$ cat config.mk
export PLATFORM = sky130hd
export DESIGN_NAME = riconoscitore_sequenze_param_flat
export DESIGN_NICKNAME = d
export VERILOG_FILES = /design/src/rtl/riconoscitore_sequenze_param_if.sv /design/src/rtl/riconoscitore_sequenze_param.sv /design/src/flat_wrapper.sv
export SDC_FILE = /design/constraint.sdc
export NUM_CORES = 1
export LEC_CHECK = 0
export CORE_MARGIN = 3
export CORE_UTILIZATION = 48
export CTS_BUF_LIST = sky130_fd_sc_hd__clkbuf_8
export DETAILED_ROUTE_END_ITERATION = 8
export PLACE_DENSITY = 0.8
export SETUP_SLACK_MARGIN = 0.5
export SLEW_MARGIN = 20
export SYNTH_ARGS = -nofsm -noshare
export SYNTH_HDL_FRONTEND = slang
export SYNTH_SLANG_ARGS = --single-unit
$ cat constraint.sdc
create_clock -name clock -period 2.03 [get_ports clock]
set_clock_uncertainty 0.15 [all_clocks]
set_input_delay 0.5075 -clock clock [delete_from_list [all_inputs] [get_ports clock]]
set_output_delay 0.5075 -clock clock [all_outputs]
set_load 0.005 [all_outputs]
$ cat src/rtl/riconoscitore_sequenze_param_if.sv
// Symbol bus of the sequence recogniser: the symbol stream, the pattern-load
// controls, and the recogniser's match, prefix and count outputs.
interface riconoscitore_sequenze_param_if #(
  parameter int W  = 2,
  parameter int K  = 3,
  parameter int CW = 8
);
  localparam int SW = $clog2(K);

  logic [W-1:0]   x;
  logic           en;
  logic           load;
  logic [K*W-1:0] seq_in;
  logic           z;
  logic [SW-1:0]  stato;
  logic [CW-1:0]  conteggio;

  modport master (
    output x, en, load, seq_in,
    input  z, stato, conteggio
  );

  modport slave (
    input  x, en, load, seq_in,
    output z, stato, conteggio
  );
endinterface

$ cat src/rtl/riconoscitore_sequenze_param.sv
// Parametrised Mealy recogniser for a programmable K-symbol pattern, with
// KMP-style fallback, optional overlapping matches and a saturating counter.
module riconoscitore_sequenze_param #(
  parameter int             W       = 2,
  parameter int             K       = 3,
  parameter int             OVERLAP = 1,
  parameter int             CW      = 8,
  parameter logic [K*W-1:0] SEQ_RST = 6'b10_01_11
) (
  input logic clock,
  input logic reset_,
  riconoscitore_sequenze_param_if.slave bus
);
  localparam int             SW      = $clog2(K);
  localparam logic [SW-1:0]  LAST    = SW'(K - 1);
  localparam logic [CW-1:0]  CNT_MAX = '1;

  logic [K*W-1:0] pattern;
  logic [SW-1:0]  stato;
  logic [CW-1:0]  conteggio;
  logic [SW-1:0]  stepState;
  logic [SW-1:0]  candidate;
  logic           z;
  logic [W-1:0]   seq [K];
  logic           prefixOk [K][K];

  always_comb begin
    for (int i = 0; i < K; i++) begin
      seq[i] = pattern[i*W +: W];
    end
  end

  // prefixOk[s][j]: with s symbols matched, seq[0..j-2] is also a suffix of
  // that matched prefix, so a fallback to length j is possible if x fits.
  always_comb begin
    for (int s = 0; s < K; s++) begin
      for (int j = 0; j < K; j++) begin
        prefixOk[s][j] = 1'b0;
      end
    end
    for (int s = 0; s < K; s++) begin
      for (int j = 1; j < K; j++) begin
        if (j - 1 <= s) begin
          prefixOk[s][j] = 1'b1;
          for (int m = 0; m < j - 1; m++) begin
            if (seq[m] != seq[s-j+1+m]) begin
              prefixOk[s][j] = 1'b0;
            end
          end
        end
      end
    end
  end

  assign z = bus.en & reset_ & ~bus.load & (stato == LAST) & (bus.x == seq[K-1]);

  // Longest valid candidate below K wins; a full match never parks at K.
  always_comb begin
    candidate = '0;
    for (int j = 1; j < K; j++) begin
      if (prefixOk[stato][j] && (bus.x == seq[j-1])) begin
        candidate = SW'(j);
      end
    end
    stepState = candidate;
    if (z && (OVERLAP == 0)) begin
      stepState = '0;
    end
  end

  always_ff @(posedge clock or negedge reset_) begin
    if (!reset_) begin
      pattern   <= SEQ_RST;
      stato     <= '0;
      conteggio <= '0;
    end else if (bus.load) begin
      pattern <= bus.seq_in;
      stato   <= '0;
    end else if (bus.en) begin
      stato <= stepState;
      if (z && (conteggio != CNT_MAX)) begin
        conteggio <= conteggio + 1'b1;
      end
    end
  end

  assign bus.z         = z;
  assign bus.stato     = stato;
  assign bus.conteggio = conteggio;
endmodule
$ cat src/flat_wrapper.sv
// flat-port wrapper written by rule: the top's interface ports become plain ports
module riconoscitore_sequenze_param_flat 
#(
  parameter int             W       = 2,
  parameter int             K       = 3,
  parameter int             OVERLAP = 1,
  parameter int             CW      = 8,
  parameter logic [K*W-1:0] SEQ_RST = 6'b10_01_11
)
  (clock, reset_, bus_x, bus_en, bus_load, bus_seq_in, bus_z, bus_stato, bus_conteggio);
  riconoscitore_sequenze_param_if #(.W(W), .K(K), .CW(CW)) bus_i ();
  input logic clock;
  input logic reset_;
  input wire logic [$bits(bus_i.x)-1:0] bus_x;
  input wire logic [$bits(bus_i.en)-1:0] bus_en;
  input wire logic [$bits(bus_i.load)-1:0] bus_load;
  input wire logic [$bits(bus_i.seq_in)-1:0] bus_seq_in;
  output wire logic [$bits(bus_i.z)-1:0] bus_z;
  output wire logic [$bits(bus_i.stato)-1:0] bus_stato;
  output wire logic [$bits(bus_i.conteggio)-1:0] bus_conteggio;
  assign bus_i.x = bus_x;
  assign bus_i.en = bus_en;
  assign bus_i.load = bus_load;
  assign bus_i.seq_in = bus_seq_in;
  assign bus_z = bus_i.z;
  assign bus_stato = bus_i.stato;
  assign bus_conteggio = bus_i.conteggio;
  riconoscitore_sequenze_param #(.W(W), .K(K), .OVERLAP(OVERLAP), .CW(CW), .SEQ_RST(SEQ_RST)) u_core (.clock(clock), .reset_(reset_), .bus(bus_i));
endmodule
==> flow_summary.json <==
{
  "outcome": "finished, final reports clean",
  "final_util_pct": 95.8,
  "startpoint_type": "flip-flop",
  "initial_core_util_pct": 53.0,
  "root_buffer": "clkbuf_8",
  "crit_path_end": "bus_z",
  "powerDensity_nw_per_um2": 504,
  "grtUsageTotal_pct": 31.3,
  "pin_count": 23,
  "portBuffers": 22,
  "p_switching_uw": 203,
  "synthCells": 71,
  "htree_levels": 1,
  "syn_area_um2": 827,
  "gp_congestion": 0.813,
  "drc": 0,
  "fmax_ghz": 0.497,
  "fin_crit_sh_pct": 99.1,
  "dp.cells": 118,
  "grt_pass1_wl_um": 4620,
  "sw_frac_of_total_pct": 26.9,
  "fin_nets": 145,
  "fin_crit_ns": 2.01,
  "setup_tns_ns": 0,
  "pwr-share-comb_pct": 18.8,
  "clk_pin_slew_ns": 0.07,
  "die_w_um": 47.5,
  "critical_path.endpoint_type": "primary output",
  "cp.arrival_ns": 1.35,
  "rsz0062_at_grt": "yes",
  "seqPwrFrac_pct": 47.2,
  "via_per_inst": 6.22,
  "rows": 14,
  "first_global_vias": 960,
  "timing.rr.start": "u_core.bus.stato[0]$_DFFE_PN0P_",
  "worst_hold_path_type": "input port to asynchronous set/reset pin",
  "max_slew.worst_pin.slew_ns": 0.373,
  "dp_hpwl_um": 1280,
  "fin_cells": 147,
  "finalSetupViolCount": 0,
  "yosysSeqAreaShare_pct": 49.0,
  "finalWorstSetupSlack_ns": 0.0188,
  "cell_internal_pwr_uw": 550,
  "ant_nets": 0,
  "ys_seq_elements": 16,
  "crit_fanout": 2,
  "syn-num-nets": 84,
  "drv_cap": 0,
  "area_delta_synth_final_pct": 80.6,
  "wl_um": 3550,
  "ctsHoldBuffers": 0,
  "ctsLongestPathBuffers": 2,
  "relSlewSlack_pct": 75.1,
  "crit_start": "u_core.bus.stato[0]$_DFFE_PN0P_",
  "clock_power_share_pct": 34.0,
  "worst_skew_pair.late_latency_ns": 0.26,
  "vias": 914,
  "gr-total-overflow": 0,
  "synthDistinctLibCells": 26,
  "tritoncts": "built",
  "dieHeight_um": 47.5,
  "die_area_um2": 2260,
  "yosysWarnings": 0,
  "fin_hold_ws_ns": 0.289,
  "r2r-end": "u_core.bus.conteggio[2]$_DFFE_PN0P_",
  "cts_buffers": 3,
  "coreArea_um2": 1560,
  "drt_iter0_drc": 46,
  "cts.sinks": 16,
  "grt_max_degree": 17,
  "wl_per_cell_um": 24.1,
  "worstSetupPathType": "flip-flop to primary output",
  "ir_worst_vdd_v": 0.000494,
  "antenna_found_initial": 0,
  "antenna_cells": 0,
  "maxSlewViolCount": 0,
  "r2r_cells": 11,
  "reg2reg_slack_ns": 0.05,
  "finalHoldViolations": 0,
  "leakage_nw": 0.702,
  "post-place-ws_ns": -0.527,
  "required_ns": 1.37,
  "fillers": 36,
  "drive_above_1_share_pct": 65.6,
  "dr.pass1.iters": 4,
  "synth.avg_cell_area_um2": 11.6
}
worst min path at each step:
stage,cells past startpoint,to,slack [ns],start
after detailed placement,1,u_core.bus.conteggio[0]$_DFFE_PN0P_,0.36,u_core.bus.conteggio[0]$_DFFE_PN0P_
final,2,u_core.bus.conteggio[6]$_DFFE_PN0P_,0.29,reset_
after global routing,2,u_core.bus.conteggio[5]$_DFFE_PN0P_,0.29,reset_
after global placement,1,u_core.bus.conteggio[5]$_DFFE_PN0P_,0.35,u_core.bus.conteggio[5]$_DFFE_PN0P_
after CTS,2,u_core.bus.stato[1]$_DFFE_PN0P_,0.29,reset_
after floorplan,0,u_core.bus.conteggio[0]$_DFFE_PN0P_,0.06,reset_
cells by family after synthesis:
group / Yosys count / share of synthesized area (%)
mux: 7 / 9.53
compound gates: 9 / 6.81
simple gates: 24 / 18.3
flops: 16 / 49.0
fa+ha+maj: 1 / 1.51
buf+inv: 3 / 1.36
xor+xnor: 11 / 13.5
sequential cells by signal (all words and copies together), names as in the netlist:
signal	flops
u_core.bus.conteggio	8
u_core.bus.stato	2
u_core.pattern	6
layer usage:
layer / part of all wire [%] / vias to the layer above / GRT usage, %
li1: - / 372 / -
met3: 7.0 / 24 / 8.27
met2: 52 / 75 / 58.0
met5: 0 / - / 0
met1: 35 / 443 / 31.9
met4: 5.7 / 0 / 15.5
power groups by stage:
stage	logic [mW]	registers, mW	clock network [mW]
6_report	0.142	0.355	0.256
5_1_grt	0.149	0.356	0.275
4_1_cts	0.115	0.353	0.246
3_5_place_dp	0.109	0.358	0
3_3_place_gp	0.106	0.357	0
2_1_floorplan	0.0522	0.357	0
critical path, cell delays in order (launching register included):
cell,delay [ns]
dfrtp_1,0.40
and4bb_1,0.36
nand4_4,0.13
inv_2,0.11
buf_6,0.11
through the flow:
| stage | power (mW) | instance area (µm²) |
|---|---|---|
| 3_3_place_gp | 0.463 | 1150 |
| 2_1_floorplan | 0.409 | 835 |
| 5_1_grt | 0.781 | 1490 |
| 4_1_cts | 0.715 | 1440 |
| 6_report | 0.753 | 1490 |
| 3_5_place_dp | 0.467 | 1150 |
timing repair:
action,4_1_cts,5_1_grt
setup endpoints to repair,21,20
setup buffers,21,4
gates resized for setup,70,24
pin swaps,12,10
Yosys cell counts, drive strengths merged:
master,n,area (µm²)
dfrtp,12,300
mux2,7,78.8
xor2,7,61.3
nor2,6,22.5
dfstp,4,105
nand2,4,15.0
xnor2,4,50.1
a21oi,3,15.0
a31oi,3,18.8
nand3,3,15.0
inv,2,7.51
nand4,2,27.5
nor4,2,12.5
o32ai,2,17.5
and4bb,1,12.5
clkbuf,1,3.75
ha,1,12.5
nand2b,1,6.26
nor2b,1,6.26
nor3,1,5.00
nor4b,1,15.0
o21ai,1,5.00
or2b,1,7.51
or3,1,6.26
cell type report:
| class | instances | area (µm²) | share of cell area [%] |
|---|---|---|---|
| tap | 16 | 20.0 | 1.34 |
| timing repair buffer | 57 | 479 | 32.1 |
| clock inverter | 1 | 3.75 | 0.251 |
| clock buffer | 3 | 41.3 | 2.76 |
| sequential | 16 | 408 | 27.3 |
| multi-input combinational | 52 | 534 | 35.8 |
| inverter | 2 | 7.51 | 0.503 |
layout by cell type, fill, tap and decap left out:
cell,synthesis,routed
nor2b_1,1,1
nand4_4,1,1
nand3_2,0,1
xnor2_1,2,2
dfstp_2,4,4
nor2_4,0,3
dlygate4sd2_1,0,1
clkbuf_2,0,5
a31oi_1,3,2
buf_4,0,22
nor4_4,0,2
clkdlybuf4s50_1,0,6
or3_1,1,1
and4bb_1,1,1
clkbuf_8,0,3
a21oi_2,0,3
o21ai_2,0,1
o32ai_2,0,2
nand4_1,1,1
nor4b_4,0,1
nand3_1,3,2
ha_2,0,1
buf_6,0,16
xor2_2,0,1
inv_1,2,2
or2b_1,1,1
a31oi_2,0,1
dfrtp_1,12,10
nand2_1,4,4
xor2_1,7,6
nor2_1,6,3
nand2b_1,1,1
inv_2,0,1
nor3_4,0,1
dfrtp_2,0,2
buf_2,0,6
mux2_2,7,7
clkdlybuf4s15_1,0,1
xnor2_2,2,2
(Power assumes the default switching activity.)
